<file path="src/rtl/rs232_tx_arbiter.sv">
// rs232_tx_arbiter: shares one RS232 byte serializer between NREQ requesters (round-robin + lock)
// Ports:
//   clk, rst_n          clock (rising edge), asynchronous active-low reset
//   req, req_data, lock per-requester request level, byte lanes [8i+7:8i], ownership hold
//   grant, owner        one-cycle one-hot grant pulse, index of last granted requester
//   tx_start, tx_data   one-cycle start strobe and held byte to the serializer
//   tx_busy             serializer busy for the whole frame
//   busy, timeout_err   arbiter not idle, one-cycle pulse when tx_busy never rose
module rs232_tx_arbiter #(
  parameter int NREQ = 4,
  parameter int GAP_CYCLES = 16,
  parameter int ACK_TIMEOUT = 64
) (
  input  logic              clk,
  input  logic              rst_n,
  input  logic [NREQ-1:0]   req,
  input  logic [8*NREQ-1:0] req_data,
  input  logic [NREQ-1:0]   lock,
  output logic [NREQ-1:0]   grant,
  output logic [2:0]        owner,
  output logic              tx_start,
  output logic [7:0]        tx_data,
  input  logic              tx_busy,
  output logic              busy,
  output logic              timeout_err
);
  typedef enum logic [2:0] {IDLE, ISSUE, WAIT_BUSY, WAIT_DONE, GAP} state_t;
  localparam int CMAX = ACK_TIMEOUT > GAP_CYCLES ? ACK_TIMEOUT : GAP_CYCLES;
  localparam int CW = $clog2(CMAX + 1);
  state_t state, state_n;
  logic [CW-1:0] cnt, cnt_n;
  logic [NREQ-1:0] grant_n;
  logic [2:0] owner_n, pick;
  logic [7:0] data_n, pick_data;
  logic start_n, terr_n, locked;
  int best, d;
  // d is the round-robin distance from owner+1, so the last owner ranks last
  always_comb begin
    pick = owner;
    pick_data = tx_data;
    locked = 1'b0;
    best = NREQ;
    d = 0;
    for (int i = 0; i < NREQ; i++)
      if (i == int'(owner) && lock[i] && req[i]) begin
        locked = 1'b1;
        pick = 3'(i);
        pick_data = req_data[8*i +: 8];
      end
    for (int i = 0; i < NREQ; i++) begin
      d = i - int'(owner) - 1;
      if (d < 0) d += NREQ;
      if (!locked && req[i] && d < best) begin
        best = d;
        pick = 3'(i);
        pick_data = req_data[8*i +: 8];
      end
    end
  end
  always_comb begin
    state_n = state;
    cnt_n = cnt;
    owner_n = owner;
    grant_n = '0;
    data_n = tx_data;
    start_n = 1'b0;
    terr_n = 1'b0;
    case (state)
      IDLE: if (|req) begin
        grant_n = NREQ'(1) << pick;
        owner_n = pick;
        data_n = pick_data;
        state_n = ISSUE;
      end
      ISSUE: begin
        start_n = 1'b1;
        cnt_n = '0;
        state_n = WAIT_BUSY;
      end
      WAIT_BUSY: if (tx_busy) state_n = WAIT_DONE;
        else if (cnt == CW'(ACK_TIMEOUT - 1)) begin
          terr_n = 1'b1;
          cnt_n = '0;
          state_n = GAP;
        end else cnt_n = cnt + 1'b1;
      WAIT_DONE: if (!tx_busy) begin
        cnt_n = '0;
        state_n = GAP;
      end
      GAP: if (GAP_CYCLES == 0 || cnt == CW'(GAP_CYCLES - 1)) state_n = IDLE;
        else cnt_n = cnt + 1'b1;
      default: state_n = IDLE;
    endcase
  end
  always_ff @(posedge clk or negedge rst_n)
    if (!rst_n) begin
      state <= IDLE;
      cnt <= '0;
      owner <= 3'(NREQ - 1);
      grant <= '0;
      tx_data <= 8'h00;
      tx_start <= 1'b0;
      timeout_err <= 1'b0;
    end else begin
      state <= state_n;
      cnt <= cnt_n;
      owner <= owner_n;
      grant <= grant_n;
      tx_data <= data_n;
      tx_start <= start_n;
      timeout_err <= terr_n;
    end
  assign busy = state != IDLE;
endmodule

</file>
<file path="config.mk">
export PLATFORM = sky130hd
export DESIGN_NAME = rs232_tx_arbiter
export DESIGN_NICKNAME = d
export VERILOG_FILES = /design/src/rtl/rs232_tx_arbiter.sv
export SDC_FILE = /design/constraint.sdc
export NUM_CORES = 1
export LEC_CHECK = 0
export CAP_MARGIN = 10
export CORE_AREA = 3 3 80 82
export DETAILED_ROUTE_END_ITERATION = 6
export DIE_AREA = 0 0 83 85
export HOLD_SLACK_MARGIN = 0.12
export PLACE_DENSITY_LB_ADDON = 0.25
export SLEW_MARGIN = 20
export SYNTH_ARGS = -nofsm -noshare
export SYNTH_HDL_FRONTEND = slang
export SYNTH_SLANG_ARGS = --single-unit
</file>
<file path="constraint.sdc">
create_clock -name clk -period 21.9 [get_ports clk]
set_input_delay 3.285 -clock clk [delete_from_list [all_inputs] [get_ports clk]]
set_output_delay 3.285 -clock clk [all_outputs]
set_load 0.02 [all_outputs]
</file>
==> qor.csv, run 1 <==
metric,value,unit
total clock buffers created by CTS,3,
first-pass GRT wire length,14.0,mm
area share of the largest cell type after synthesis,0.200,
setup total negative slack,0,ns
R2R Path Start,owner[0],
pin count of the biggest net entering global routing,28,
total number of H-tree levels,1,
die span in x,83,um
hold bufs inserted after CTS,0,
result of the run,"finished, final reports clean",
reg-to-reg setup timing slack,11.58,ns
slowest cell delay on critical path,0.71,ns
via count of the routed design,3146,
fin. max-slew vios,0,
post-synthesis register bit count,27,
worst-case reg-to-reg path depth,34,
net count of the mapped netlist,466,
warnings from Yosys,0,
Hold Path End,tx_data[2],
class of the most critical setup path,in -> reg,
most instantiated library cell after synthesis,sky130_fd_sc_hd__nand2_1,
# setup viols final,0,
synth-to-layout area growth,21.0,%
number of nets at the end of the flow,512,
startpoint of the tightest hold check path,tx_data[2],
IO buf count,60,
number of rows in the core area,28,
post-route ant nets,0,
via count of the first global-routing pass,2910,
Post-CTS Setup Repair Bufs,0,
initial antenna violation count,0,
total inserted antenna cells,0,
Min-Delay Path Depth,2,
Die Area,7060,um2
library cell with the largest summed area after synthesis,sky130_fd_sc_hd__dfrtp_1,
post-DR vias/cell,6.14,
post-detailed-route wirelength per cell,16.5,um
synth top area cells,"sky130_fd_sc_hd__dfrtp_1, sky130_fd_sc_hd__ha_1, sky130_fd_sc_hd__nand2_1, sky130_fd_sc_hd__mux2i_1, sky130_fd_sc_hd__nand3_1",
count of max-cap constraint violations,0,
kind of capture point of the worst setup path,flop,
post-route fraction of the period consumed by the critical path,0.530,
CTS tree,yes,
number of primary I/O pins,61,
routability-driven placement congestion ratio,0.932,
slew of the pin with the lowest slew margin,0.856,ns
Post-synth top cells,"sky130_fd_sc_hd__nand2_1, sky130_fd_sc_hd__ha_1, sky130_fd_sc_hd__dfrtp_1",
fraction of met2 tracks used by global routing,0.385,
Skew-Pair Late Insertion Delay,0.29,ns
buffer type at the clock tree root,sky130_fd_sc_hd__clkbuf_8,
placeable core region,5820,um2
setup repair after global routing missed its margin,no,
Initial Util,0.539,
cts repair resizes,0,
Post-route DRC,0,
Worst path slowest cell,sky130_fd_sc_hd__a21oi_1,
post-route clock skew,0.00385,ns
1st-pass router iterations,7,
type of the most critical hold path,reg -> reg,
Fmax,86.1,MHz
sum of overflow across all layers after global routing,0,
final WL,8.47,mm
normalized max-slew margin,0.425,
final hold violation count,0,
y dimension of the die,85,um
most frequent cell on the critical path,sky130_fd_sc_hd__ha_1,
worst flop-to-flop path endpoint,grant[0],
total half-perimeter wirelength after legalization and detailed placement,6.41,mm
total global-route track usage,0.237,
commonest register cell after synthesis,sky130_fd_sc_hd__dfrtp_1,
total standard cell area after synthesis,3140,um2
post-synthesis area per instance,8.00,um2
Clock Sinks,27,
clock-pin slew reported for the worst setup and hold paths after clock tree synthesis,0.10,ns
biggest fanout along the worst timing path,21,
number of enable-type register cells in the synthesized netlist,0,
worst path required time,22.06,ns
shortest period the worst path allows,11.61,ns
sequential-to-total area share from yosys stat,0.216,
share of cells above drive strength 1,0.0481,
proportion of synthesized flip-flops having asynchronous set or reset,1.00,
number of library cell types mapped by synthesis,64,
maximum root-to-sink buffer count,2,
number of instances in the synthesized netlist,392,
most used routing layer in global routing,met2,
Worst Path Arrival,11.78,ns
number of DRC markers after the initial detailed-route iteration,232,
grt met1 use,0.335,
global routing usage on met3,0.0417,
CP Launch Type,input pin,
[logic make-up (layout without fill, tap and decap cells)]
| logic type | after synthesis | count (layout) | synth area share |
|---|---|---|---|
| AND/OR/NAND/NOR | 146 | 146 | 0.249 |
| AO/OA/AOI/OAI | 116 | 116 | 0.255 |
| buffers and inverters | 42 | 87 | 0.0587 |
| adder cells (fa/ha/maj) | 31 | 31 | 0.124 |
| flip-flops | 27 | 27 | 0.216 |
| multiplexers | 18 | 18 | 0.0646 |
| XOR/XNOR | 12 | 12 | 0.0335 |
[flip-flops by register name (all words and copies together), names as in the netlist]
signal / count
grant: 4
owner: 3
tx_data: 8
timeout_err: 1
cnt: 7
state: 3
tx_start: 1
[routing by layer]
metal | wire length (um) | vias to the layer above
met5 | 0 | -
met4 | 110 | 0
met3 | 542 | 20
met2 | 3870 | 119
met1 | 3940 | 1457
li1 | - | 1550
[cells in the final DEF, fill, tap and decap left out, types with 12 or more instances in the layout]
master	netlist	routed
sky130_fd_sc_hd__ha_1	31	31
sky130_fd_sc_hd__nand2_1	40	40
sky130_fd_sc_hd__dfrtp_1	25	25
sky130_fd_sc_hd__inv_1	22	22
sky130_fd_sc_hd__mux2i_1	12	12
sky130_fd_sc_hd__nor2_1	18	18
sky130_fd_sc_hd__o21ai_0	21	21
sky130_fd_sc_hd__nand3_1	24	24
sky130_fd_sc_hd__clkdlybuf4s50_1	0	60
sky130_fd_sc_hd__o22ai_1	12	12
sky130_fd_sc_hd__a21oi_1	21	21
sky130_fd_sc_hd__o211ai_1	14	14
sky130_fd_sc_hd__nand2b_1	19	19
[cell type report]
| type | count | area [um2] |
|---|---|---|
| multi-input cells | 323 | 2280 |
| fillers | 501 | 2020 |
| flip-flops and latches | 27 | 678 |
| repair buffers | 61 | 608 |
| well taps | 75 | 93.8 |
| inverters | 22 | 82.6 |
| clock buffers | 3 | 41.3 |
| clock inverters | 1 | 8.76 |
[worst max-delay path: cells and delay by family]
kind            cells  cell delay (ns)
simple gates       11             3.00
fa+ha+maj           3             0.88
compound gates     10             3.00
mux                 3             1.12
buf+inv             1             0.48
[per-stage QoR]
step / util / worst slack, ns / hold WS, ns / std cells / instance area, um2
after global placement: 0.642 / 10.28 / 0.484 / 508 / 3740
after global routing: 0.652 / 9.87 / 0.546 / 512 / 3790
after detailed placement: 0.642 / 9.96 / 0.491 / 508 / 3740
after CTS: 0.651 / 10.26 / 0.516 / 512 / 3790
after floorplan: - / 12.28 / 0.473 / 392 / 3140
final: 0.652 / 10.29 / 0.510 / 512 / 3790
[how the worst max path moves through the flow]
| stage | start | to | depth (start not counted) |
|---|---|---|---|
| final | req[3] | grant[0] | 28 |
| after global routing | req[3] | grant[0] | 28 |
| after CTS | req[3] | grant[0] | 28 |
| after detailed placement | req[3] | grant[0] | 28 |
| after global placement | req[3] | grant[0] | 28 |
| after floorplan | lock[3] | grant[0] | 31 |
Power of run 1 is not shown: default switching activity piles up to over one toggle a cycle in this logic, so the estimate is an artifact.
==> inputs of run 2 (changes only) <==
- CORE_AREA: 3 3 80 82 -> 3 3 81 83
- DIE_AREA: 0 0 83 85 -> 0 0 84 86
- clock period: 21.9 -> 10.7 ns (I/O delays scaled with it)
==> run 2 against run 1 <==
Against the previous run: register-to-register slack lost 11 ns; die area is 2.4% higher; setup slack lost 9.4 ns; critical endpoint is now tx_data[6]; non-clock buffer count increased by 2; largest cell class unchanged; first-iteration DRC count rose by 4.3%.
==> qor.csv, run 2 (synthesized netlist as in run 1, its figures left out) <==
metric,value,unit,change
result of the run,"finished, final reports clean",,
shortest period the worst path allows,9.79,ns,
hold bufs inserted after CTS,0,,unchanged
Post-route DRC,0,,unchanged
setup repair after global routing missed its margin,no,,
type of the most critical hold path,reg -> reg,,
setup slack of the critical path after layout,0.913,ns,-9.37 ns
die span in x,84,um,+1.2%
Routed met2 length,4.03,mm,+4.0%
kind of cell adding the most delay to the critical path,compound AO/OA/AOI/OAI gates,,
Die Area,7220,um2,+2.4%
y dimension of the die,86,um,+1.2%
registers with the highest flip-flop counts,"tx_data: 8 flops, cnt: 7 flops, grant: 4 flops",,
slowest cell delay on critical path,0.81,ns,+0.10 ns
hold slack final,0.514,ns,+0.00412 ns
CTS tree,yes,,
total inserted antenna cells,0,,unchanged
placeable core region,5920,um2,+1.8%
slew of the pin with the lowest slew margin,0.879,ns,+0.0222 ns
post-route clock skew,0.00543,ns,+0.00158 ns
Worst Path Arrival,10.00,ns,-1.78 ns
Skew-Pair Late Insertion Delay,0.28,ns,about the same
worst path required time,10.92,ns,-11.14 ns
class of the most critical setup path,reg -> reg,,
post-route ant nets,0,,unchanged
total global-route track usage,0.237,,about the same
Worst Path Buf+Inv,1,,unchanged
storage element area,678,um2,unchanged
Clock Sinks,27,,unchanged
sum of overflow across all layers after global routing,0,,unchanged
CP Launch Type,flop,,
biggest fanout along the worst timing path,25,,+19%
number of rows in the core area,28,,unchanged
Initial Util,0.530,,-0.00957
post-DR vias/cell,6.25,,+1.7%
# setup viols final,0,,unchanged
"commonest non-fill, non-tap cell in the layout",sky130_fd_sc_hd__clkdlybuf4s50_1,,
Fmax,102,MHz,
synth-to-layout area growth,21.2,%,
total clock buffers created by CTS,3,,unchanged
normalized max-slew margin,0.410,,-0.0149
total half-perimeter wirelength after legalization and detailed placement,6.48,mm,+1.0%
maximum root-to-sink buffer count,2,,unchanged
total number of H-tree levels,1,,unchanged
worst setup path startpoint,owner[0],,
setup total negative slack,0,ns,unchanged
register with the most flip-flops,tx_data,,
final WL,8.54,mm,+0.85%
count of max-cap constraint violations,0,,unchanged
via count of the first global-routing pass,3041,,+4.5%
cts repair resizes,0,,unchanged
Post-Layout Cell Count,514,,+0.39%
fin. max-slew vios,0,,unchanged
R2R Path Start,owner[0],,
post-route fraction of the period consumed by the critical path,0.915,,
Post-CTS Setup Repair Bufs,0,,unchanged
number of nets at the end of the flow,514,,+0.39%
clock-pin slew reported for the worst setup and hold paths after clock tree synthesis,0.10,ns,about the same
"top library cells by usage in the layout, fill and taps aside","sky130_fd_sc_hd__clkdlybuf4s50_1, sky130_fd_sc_hd__nand2_1, sky130_fd_sc_hd__ha_1, sky130_fd_sc_hd__dfrtp_1, sky130_fd_sc_hd__nand3_1",,
share of cells above drive strength 1,0.0524,,+0.00434
routability-driven placement congestion ratio,0.908,,-2.5%
Multi-input gate area,2270,um2,-0.33%
post-detailed-route wirelength per cell,16.6,um,+0.46%
IO buf count,60,,unchanged
via count of the routed design,3212,,+2.1%
1st-pass router iterations,5,,-2
M1 WL,3.76,mm,-4.7%
initial antenna violation count,0,,unchanged
buffer type at the clock tree root,sky130_fd_sc_hd__clkbuf_8,,
pin count of the biggest net entering global routing,28,,unchanged
Max Used Layer,met4,,
most frequent cell on the critical path,sky130_fd_sc_hd__ha_1,,
number of inserted filler cells in the final layout,504,,+0.60%
met3 routed wirelength,610,um,+13%
kind of capture point of the worst setup path,flop,,
final hold violation count,0,,unchanged
startpoint of the tightest hold check path,tx_data[0],,
number of primary I/O pins,61,,unchanged
first-pass GRT wire length,14.3,mm,+2.3%
number of flip-flops in the largest register,8,,unchanged
number of DRC markers after the initial detailed-route iteration,242,,+4.3%
pre-CTS worst setup slack,0.960,ns,-9.00 ns
Worst path slowest cell,sky130_fd_sc_hd__dfstp_2,,
Inst Count DP,510,,+0.39%
run 2: cell count changes in the layout (fill, tap and decap cells not counted):
cell and delta:
sky130_fd_sc_hd__a21oi_2 +1, sky130_fd_sc_hd__buf_4 +2, sky130_fd_sc_hd__a21oi_4 -1
run 2: cell type report:
type                    instances  area share
well taps                      75      0.0247
flip-flops and latches         27       0.178
multi-input cells             323       0.598
clock buffers                   3      0.0109
inverters                      22      0.0217
clock inverters                 1     0.00230
repair buffers                 63       0.164
run 2: metal layers:
metal	vias up	track usage
li1	1549	-
met2	145	0.396
met5	-	0
met4	0	0.0585
met1	1498	0.315
met3	20	0.0500
run 2: path summary, 6_finish.rpt:
| check | end | cells past startpoint | slack, ns |
|---|---|---|---|
| worst max register to register | tx_data[6] | 34 | 0.91 |
| min in group asynchronous | tx_data[5] | 2 | 1.68 |
| worst min-delay path | tx_data[0] | 2 | 0.51 |
| worst max-delay path | tx_data[6] | 34 | 0.91 |
| worst min register to register | tx_data[0] | 2 | 0.51 |
| max in group asynchronous | owner[0] | 2 | 8.70 |
run 2: worst register-to-register path, delay by kind of cell, from the launching register on:
family | cells | cell delay [ns]
adders and majority gates | 6 | 2.06
muxes | 3 | 1.11
buffers and inverters | 1 | 0.28
and+or+nand+nor | 12 | 2.51
DFF | 1 | 0.81
AOI/OAI and AO/OA | 11 | 2.78
xor gates and xnor gates | 1 | 0.15
run 2: per-stage QoR:
stage                      util  area (um2)
after CTS                 0.642        3800
after global placement    0.634        3750
after global routing      0.642        3800
after detailed placement  0.634        3750
after floorplan               -        3140
final                     0.642        3800
Power of run 2 is left out for the same reason.
==> inputs of run 3 (changes only) <==
- SKIP_LAST_GASP: default -> 1
==> results of run 3 <==
No change in the layout: final DEF, timing and power equal those of run 2.
Power of run 3 is left out for the same reason.
